**src/rtl/iter_alu_if.sv**
```systemverilog
// Request/response bundle for the iterative ALU.
// The master drives requests and consumes results; the slave is the ALU.
interface iter_alu_if #(
    parameter int WIDTH = 32
) ();
    logic             in_valid;
    logic             in_ready;
    logic [4:0]       op;
    logic [WIDTH-1:0] in_1;
    logic [WIDTH-1:0] in_2;
    logic             flush;
    logic             out_valid;
    logic             out_ready;
    logic [WIDTH-1:0] out;
    logic             zero;

    modport master (
        output in_valid, op, in_1, in_2, flush, out_ready,
        input  in_ready, out_valid, out, zero
    );

    modport slave (
        input  in_valid, op, in_1, in_2, flush, out_ready,
        output in_ready, out_valid, out, zero
    );
endinterface

```
**src/rtl/iter_alu.sv**
```systemverilog
// Iterative ALU: single-cycle basic ops, radix-2 shift-add multiply and
// restoring divide (one bit per cycle on operand magnitudes, sign applied
// in the last iteration). Result is held until the consumer takes it.
module iter_alu #(
    parameter int WIDTH = 32,
    parameter int SHW   = $clog2(WIDTH)
) (
    input logic       clk,
    input logic       rst_n,
    iter_alu_if.slave bus
);

    localparam logic [4:0] OP_ADD    = 5'd0;
    localparam logic [4:0] OP_SUB    = 5'd1;
    localparam logic [4:0] OP_SLL    = 5'd2;
    localparam logic [4:0] OP_SLT    = 5'd3;
    localparam logic [4:0] OP_SLTU   = 5'd4;
    localparam logic [4:0] OP_XOR    = 5'd5;
    localparam logic [4:0] OP_SRL    = 5'd6;
    localparam logic [4:0] OP_SRA    = 5'd7;
    localparam logic [4:0] OP_OR     = 5'd8;
    localparam logic [4:0] OP_AND    = 5'd9;
    localparam logic [4:0] OP_MUL    = 5'd10;
    localparam logic [4:0] OP_MULH   = 5'd11;
    localparam logic [4:0] OP_MULHU  = 5'd12;
    localparam logic [4:0] OP_MULHSU = 5'd13;
    localparam logic [4:0] OP_DIV    = 5'd14;
    localparam logic [4:0] OP_DIVU   = 5'd15;
    localparam logic [4:0] OP_REM    = 5'd16;
    localparam logic [4:0] OP_REMU   = 5'd17;

    localparam logic [SHW-1:0]   LAST_CNT = SHW'(WIDTH - 1);
    localparam logic [WIDTH-1:0] MOST_NEG = {1'b1, {(WIDTH-1){1'b0}}};

    typedef enum logic [1:0] {
        S_IDLE,
        S_BUSY,
        S_DONE
    } state_t;

    function automatic logic [WIDTH-1:0] cond_neg(input logic n, input logic [WIDTH-1:0] v);
        return n ? -v : v;
    endfunction

    function automatic logic [2*WIDTH-1:0] cond_neg2(input logic n, input logic [2*WIDTH-1:0] v);
        return n ? -v : v;
    endfunction

    state_t             r_state;
    state_t             w_next;
    logic [4:0]         r_op;
    logic [WIDTH-1:0]   r_a;      // multiplicand / divisor magnitude
    logic [WIDTH-1:0]   r_b;      // multiplier / dividend-then-quotient shift register
    logic [WIDTH-1:0]   r_acc;    // product high half / partial remainder
    logic               r_neg;    // sign to apply to the final result
    logic [SHW-1:0]     r_cnt;
    logic [WIDTH-1:0]   r_out;
    logic               r_zero;

    logic               w_accept;
    logic               w_iter_op;
    logic               w_div_op;
    logic               w_early;
    logic               w_start_busy;
    logic               w_last;
    logic               w_busy_mul;
    logic [SHW-1:0]     w_sh;
    logic [WIDTH-1:0]   w_imm;
    logic               w_sa;
    logic               w_sb;
    logic               w_neg;
    logic [WIDTH-1:0]   w_mag_1;
    logic [WIDTH-1:0]   w_mag_2;
    logic [WIDTH:0]     w_msum;
    logic [WIDTH-1:0]   w_macc;
    logic [WIDTH-1:0]   w_mmq;
    logic [2*WIDTH-1:0] w_prod;
    logic [WIDTH:0]     w_dsh;
    logic               w_dge;
    logic [WIDTH-1:0]   w_dsub;
    logic [WIDTH-1:0]   w_dacc;
    logic [WIDTH-1:0]   w_dq;
    logic [WIDTH-1:0]   w_fin;

    assign bus.in_ready  = (r_state == S_IDLE);
    assign bus.out_valid = (r_state == S_DONE);
    assign bus.out       = r_out;
    assign bus.zero      = r_zero;

    // Request decode: immediate result, early divide exits, operand magnitudes.
    always_comb begin
        w_sh      = bus.in_2[SHW-1:0];
        w_iter_op = (bus.op >= OP_MUL) && (bus.op <= OP_REMU);
        w_div_op  = (bus.op >= OP_DIV) && (bus.op <= OP_REMU);
        w_early   = 1'b0;
        w_imm     = '0;
        case (bus.op)
            OP_ADD:  w_imm = bus.in_1 + bus.in_2;
            OP_SUB:  w_imm = bus.in_1 - bus.in_2;
            OP_SLL:  w_imm = bus.in_1 << w_sh;
            OP_SLT:  w_imm[0] = ($signed(bus.in_1) < $signed(bus.in_2));
            OP_SLTU: w_imm[0] = (bus.in_1 < bus.in_2);
            OP_XOR:  w_imm = bus.in_1 ^ bus.in_2;
            OP_SRL:  w_imm = bus.in_1 >> w_sh;
            OP_SRA:  w_imm = $unsigned($signed(bus.in_1) >>> w_sh);
            OP_OR:   w_imm = bus.in_1 | bus.in_2;
            OP_AND:  w_imm = bus.in_1 & bus.in_2;
            default: w_imm = '0;
        endcase
        if (w_div_op && (bus.in_2 == '0)) begin
            w_early = 1'b1;
            w_imm   = ((bus.op == OP_DIV) || (bus.op == OP_DIVU)) ? '1 : bus.in_1;
        end else if (((bus.op == OP_DIV) || (bus.op == OP_REM)) &&
                     (bus.in_1 == MOST_NEG) && (bus.in_2 == '1)) begin
            w_early = 1'b1;
            w_imm   = (bus.op == OP_DIV) ? bus.in_1 : '0;
        end
        w_sa = ((bus.op == OP_MULH) || (bus.op == OP_MULHSU) ||
                (bus.op == OP_DIV)  || (bus.op == OP_REM)) && bus.in_1[WIDTH-1];
        w_sb = ((bus.op == OP_MULH) || (bus.op == OP_DIV) ||
                (bus.op == OP_REM)) && bus.in_2[WIDTH-1];
        w_neg        = (bus.op == OP_REM) ? w_sa : (w_sa ^ w_sb);
        w_mag_1      = cond_neg(w_sa, bus.in_1);
        w_mag_2      = cond_neg(w_sb, bus.in_2);
        w_accept     = bus.in_valid && (r_state == S_IDLE) && !bus.flush;
        w_start_busy = w_iter_op && !w_early;
    end

    // One multiply / divide iteration plus the signed final result.
    always_comb begin
        w_busy_mul = (r_op < OP_DIV);
        w_last     = (r_cnt == LAST_CNT);
        w_msum     = {1'b0, r_acc} + (r_b[0] ? {1'b0, r_a} : '0);
        w_macc     = w_msum[WIDTH:1];
        w_mmq      = {w_msum[0], r_b[WIDTH-1:1]};
        w_prod     = cond_neg2(r_neg, {w_macc, w_mmq});
        w_dsh      = {r_acc, r_b[WIDTH-1]};
        w_dge      = (w_dsh >= {1'b0, r_a});
        w_dsub     = w_dsh[WIDTH-1:0] - r_a;
        w_dacc     = w_dge ? w_dsub : w_dsh[WIDTH-1:0];
        w_dq       = {r_b[WIDTH-2:0], w_dge};
        case (r_op)
            OP_MUL:                       w_fin = w_prod[WIDTH-1:0];
            OP_MULH, OP_MULHU, OP_MULHSU: w_fin = w_prod[2*WIDTH-1:WIDTH];
            OP_DIV, OP_DIVU:              w_fin = cond_neg(r_neg, w_dq);
            OP_REM, OP_REMU:              w_fin = cond_neg(r_neg, w_dacc);
            default:                      w_fin = '0;
        endcase
    end

    // Control state register.
    always_ff @(posedge clk or negedge rst_n) begin
        if (!rst_n) r_state <= S_IDLE;
        else        r_state <= w_next;
    end

    // Next-state: flush wins over everything, including a same-cycle request.
    always_comb begin
        w_next = r_state;
        case (r_state)
            S_IDLE: begin
                if (w_accept) w_next = w_start_busy ? S_BUSY : S_DONE;
            end
            S_BUSY: begin
                if (bus.flush)   w_next = S_IDLE;
                else if (w_last) w_next = S_DONE;
            end
            S_DONE: begin
                if (bus.flush || bus.out_ready) w_next = S_IDLE;
            end
            default: w_next = S_IDLE;
        endcase
    end

    // Operand capture, iteration registers and the held result.
    always_ff @(posedge clk or negedge rst_n) begin
        if (!rst_n) begin
            r_op   <= '0;
            r_a    <= '0;
            r_b    <= '0;
            r_acc  <= '0;
            r_neg  <= 1'b0;
            r_cnt  <= '0;
            r_out  <= '0;
            r_zero <= 1'b1;
        end else if (w_accept) begin
            r_op  <= bus.op;
            r_cnt <= '0;
            if (w_start_busy) begin
                r_a   <= w_mag_2;
                r_b   <= w_mag_1;
                r_acc <= '0;
                r_neg <= w_neg;
            end else begin
                r_out  <= w_imm;
                r_zero <= (w_imm == '0);
            end
        end else if ((r_state == S_BUSY) && !bus.flush) begin
            r_cnt <= r_cnt + 1'b1;
            if (w_busy_mul) begin
                r_acc <= w_macc;
                r_b   <= w_mmq;
            end else begin
                r_acc <= w_dacc;
                r_b   <= w_dq;
            end
            if (w_last) begin
                r_out  <= w_fin;
                r_zero <= (w_fin == '0);
            end
        end
    end

endmodule
```
**src/flat_wrapper.sv**
```systemverilog
// flat-port wrapper written by rule: the top's interface ports become plain ports
module iter_alu_flat 
#(
    parameter int WIDTH = 32,
    parameter int SHW   = $clog2(WIDTH)
)
  (clk, rst_n, bus_in_valid, bus_op, bus_in_1, bus_in_2, bus_flush, bus_out_ready, bus_in_ready, bus_out_valid, bus_out, bus_zero);
  iter_alu_if #(.WIDTH(WIDTH)) bus_i ();
  input logic clk;
  input logic rst_n;
  input wire logic [$bits(bus_i.in_valid)-1:0] bus_in_valid;
  input wire logic [$bits(bus_i.op)-1:0] bus_op;
  input wire logic [$bits(bus_i.in_1)-1:0] bus_in_1;
  input wire logic [$bits(bus_i.in_2)-1:0] bus_in_2;
  input wire logic [$bits(bus_i.flush)-1:0] bus_flush;
  input wire logic [$bits(bus_i.out_ready)-1:0] bus_out_ready;
  output wire logic [$bits(bus_i.in_ready)-1:0] bus_in_ready;
  output wire logic [$bits(bus_i.out_valid)-1:0] bus_out_valid;
  output wire logic [$bits(bus_i.out)-1:0] bus_out;
  output wire logic [$bits(bus_i.zero)-1:0] bus_zero;
  assign bus_i.in_valid = bus_in_valid;
  assign bus_i.op = bus_op;
  assign bus_i.in_1 = bus_in_1;
  assign bus_i.in_2 = bus_in_2;
  assign bus_i.flush = bus_flush;
  assign bus_i.out_ready = bus_out_ready;
  assign bus_in_ready = bus_i.in_ready;
  assign bus_out_valid = bus_i.out_valid;
  assign bus_out = bus_i.out;
  assign bus_zero = bus_i.zero;
  iter_alu #(.WIDTH(WIDTH), .SHW(SHW)) u_core (.clk(clk), .rst_n(rst_n), .bus(bus_i));
endmodule
```
**config.mk**
```make
export PLATFORM = sky130hd
export DESIGN_NAME = iter_alu_flat
export DESIGN_NICKNAME = d
export VERILOG_FILES = /design/src/rtl/iter_alu_if.sv /design/src/rtl/iter_alu.sv /design/src/flat_wrapper.sv
export SDC_FILE = /design/constraint.sdc
export NUM_CORES = 1
export LEC_CHECK = 0
export ABC_CLOCK_PERIOD_IN_PS = 6570
export BUFFER_PORTS_ARGS = -buffer_cell sky130_fd_sc_hd__buf_4
export CORE_MARGIN = 2
export CORE_UTILIZATION = 35
export DETAILED_ROUTE_END_ITERATION = 8
export GPL_TIMING_DRIVEN = 0
export SYNTH_ARGS = -nofsm -noshare
export SYNTH_HDL_FRONTEND = slang
export SYNTH_SLANG_ARGS = --single-unit
```
**constraint.sdc**
```tcl
create_clock -name clk -period 6.57 [get_ports clk]
set_input_delay 0.3285 -clock clk [delete_from_list [all_inputs] [get_ports clk]]
set_output_delay 0.3285 -clock clk [all_outputs]
set_load 0.005 [all_outputs]
```
==> impl_metrics.json <==
{
  "rr_endpoint": "u_core.bus.zero",
  "setup_violations": 1,
  "die_area_sq_um": 79220,
  "hold_viol_final": 0,
  "cts_tree": "yes",
  "syn_area_per_cell_sq_um": 7.046,
  "fp.dieH_um": 281.5,
  "pre_cts_ws_ns": -2.143,
  "p_comb_share_pct": 78.6,
  "port_buffers": 106,
  "die_x_um": 281.5,
  "drv_slew": 0,
  "worst_setup_hold_path_clk_slew_ns": 0.08,
  "antenna_left": 0,
  "power_frac_clock_pct": 8.5,
  "synth_area_leaders": "dfrtp_1 13%, ha_1 7.8%, nand2_1 6.5%, a21oi_1 5.6%, nor2_1 5.5%",
  "outcome": "finished with violations",
  "htreeDepth": 4,
  "fin_skew_ns": 0.01694,
  "seq_area_sq_um": 3561,
  "holdPathEnd": "u_core.r_state[1]",
  "seq_power_share_pct": 12.9,
  "grt-ovfl-total": 0,
  "vias_per_cell": 6.744,
  "cts_buffers": 17,
  "post_route_cells_drive_above_1_share_pct": 10.46,
  "initialDrtViolationCount": 4939,
  "grt_pass1_vias": 31837,
  "vias": 33655,
  "cts.sinks": 142,
  "synth_most_common_cell": "nand2_1",
  "syn-num-nets": 4071,
  "tightestPinTransition_ns": 1.365,
  "synth_commonest_cells": "467 x nand2_1, 395 x nor2_1, 300 x a21oi_1",
  "postPlaceCellArea_sq_um": 29110,
  "period_needed_ns": 6.640,
  "ios": 109,
  "min_path_type": "in -> reg",
  "ys.warnings.count": 0,
  "drc": 0,
  "post-synth-top-area-cell": "dfrtp_1",
  "synth_area_sq_um": 26940,
  "cts_max_path_buffers": 2,
  "reg2reg_depth": 23,
  "clk_latency_ns": 0.47,
  "internal-power_w": 0.004887,
  "grt_pass1_wl_um": 237700,
  "fin_ws_ns": -0.07034,
  "synth_async_sr_flop_share_pct": 100.0,
  "ys_dominant_reg_cell": "dfrtp_1",
  "ys_seq_area_share_pct": 13.19,
  "ys_ff_latch": 142,
  "fill_cells": 8316,
  "power.density_nw_per_um2": 411.7,
  "synth_top_area_share_pct": 13.10,
  "start_kind": "flop",
  "endpoint_kind": "flop",
  "peakVddDrop_uv": 233.5,
  "grt_max_degree": 95,
  "clockRootBuffer": "clkbuf_16",
  "rr_startpoint": "u_core.r_acc[12]",
  "required_ns": 6.96,
  "gp_congestion": 1.104,
  "core_area_sq_um": 76080,
  "area_growth_pct": 12.31,
  "cap_violations": 0,
  "multiInputGateArea_sq_um": 21970,
  "slew_headroom_pct": 8.352,
  "crit_type": "reg -> reg",
  "fin_crit_sh_pct": 101.1,
  "swShare_pct": 60.77,
  "max_freq_mhz": 150.6,
  "antenna_found_initial": 9,
  "start_util_pct": 35.42,
  "stdcell_count": 4990,
  "syn_inst": 3824,
  "final_nets": 4191,
  "grt_usage_pct": 41.79,
  "leakage_nw": 11.58,
  "violations": "negative setup slack",
  "finalWirelength_um": 169700,
  "yosys.cell_types.count": 101,
  "cp_max_fo": 10,
  "dpl.cell_count": 4963,
  "hold_ws_ns": 0.02209,
  "final_util_pct": 39.78,
  "r2r_slack_ns": -0.07,
  "min_path_cells": 2,
  "rsz0062_at_grt": "yes",
  "p_sw_w": 0.007571,
  "finish.instance_area_sq_um": 30260,
  "dp_hpwl_um": 136000,
  "routedWlPerCell_um": 34.00,
  "rows": 101,
  "first_pass_iters": 7,
  "synth-edff-count": 0,
  "min_from": "bus_out_ready",
  "cp_data_arrival_time_ns": 7.03
}
[power by group through the flow]
stage                     sequential (W)  combinational, W  clock, W
after detailed placement         0.00158           0.00897         0
after floorplan                  0.00141           0.00585         0
after global placement           0.00157           0.00900         0
after global routing             0.00163            0.0103   0.00109
after CTS                        0.00158           0.00924   0.00105
final                            0.00161           0.00979   0.00105
[registers in the layout (all words and copies together) (netlist names)]
| signal | cells |
|---|---|
| u_core.r_neg | 1 |
| u_core.r_state | 2 |
| u_core.bus.out | 32 |
| u_core.r_a | 32 |
| u_core.r_acc | 32 |
| u_core.r_op | 5 |
| u_core.bus.zero | 1 |
| u_core.r_cnt | 5 |
| u_core.r_b | 32 |
[cells in the final DEF, fill, tap and decap left out, types with 70 or more instances in the layout]
cell type,n
buf_4,114
inv_1,149
nor2_1,393
ha_1,145
dfrtp_1,136
xnor2_1,149
nand3_1,80
clkbuf_1,229
o21ai_0,281
a21oi_1,298
nand2_1,465
mux2i_1,70
nor3_1,85
[logic make-up (layout without fill, tap and decap cells)]
group	after synthesis	after routing	share of synthesized area, %
AOI/OAI and AO/OA	1242	1242	30.34
xor gates and xnor gates	217	217	7.054
adders and majority gates	173	173	8.145
buffers and inverters	472	605	7.128
DFF	142	142	13.19
muxes	166	166	9.320
other	0	3	0
and+or+nand+nor	1412	1412	24.82
[critical path: stages, from the launching register on]
cell      delay, ns
dfrtp_1        0.52
ha_4           0.41
and4_1         0.26
nor4bb_4       0.42
a211oi_2       0.18
o21a_2         0.28
nand2_4        0.14
buf_8          0.19
clkbuf_8       0.22
clkbuf_8       0.21
nand2_1        0.06
o21ai_1        0.16
ha_2           0.27
nand2_1        0.11
a2111o_1       0.43
a211oi_2       0.21
a41oi_2        0.21
or2_2          0.37
o21ai_2        0.23
or4b_4         0.52
or4_1          0.55
nor4_2         0.27
nand3_1        0.16
o21ai_1        0.16
[through the flow]
| stage | setup TNS [ns] | power (W) |
|---|---|---|
| after floorplan | 0 | 0.007265 |
| after global routing | -0.08075 | 0.01300 |
| after global placement | -29.58 | 0.01057 |
| after detailed placement | -27.74 | 0.01055 |
| final | -0.07034 | 0.01246 |
| after CTS | 0 | 0.01187 |
[worst max-delay path by stage]
stage	depth (start not counted)	end	startpoint	slack [ns]
after detailed placement	24	u_core.bus.zero	u_core.r_acc[22]	-2.14
after global placement	24	u_core.bus.zero	u_core.r_acc[22]	-2.21
after global routing	24	u_core.bus.zero	u_core.r_a[27]	-0.08
final	23	u_core.bus.zero	u_core.r_acc[12]	-0.07
after floorplan	24	u_core.bus.zero	u_core.r_acc[22]	0.50
after CTS	23	u_core.bus.zero	u_core.r_acc[20]	0.006
[repair_timing]
action / in CTS / in global routing
setup buffers: 5 / 2
pin swaps: 5 / 8
gates resized for setup: 84 / 53
hold endpoints to repair: 47 / 0
hold buffers: 1 / 0
endpoints found under the setup margin: 21 / 18
[cell type report]
type                    instances  share of cell area [%]
diodes                          3                 0.02481
plain buffers                 301                   4.478
clock inverters                15                  0.5458
flip-flops and latches        142                   11.77
multi-input cells            3210                   72.59
clock buffers                  17                   1.406
repair buffers                117                   2.998
well taps                    1030                   4.259
inverters                     155                   1.931
[layer usage]
metal	GRT usage, %	wire, um	vias up
met5	0	61	-
met4	32.09	16330	6
met3	8.270	16840	695
met2	65.57	73130	2499
met1	50.35	63290	16005
li1	-	-	14450
No activity file was read; power rests on OpenSTA's default activity.
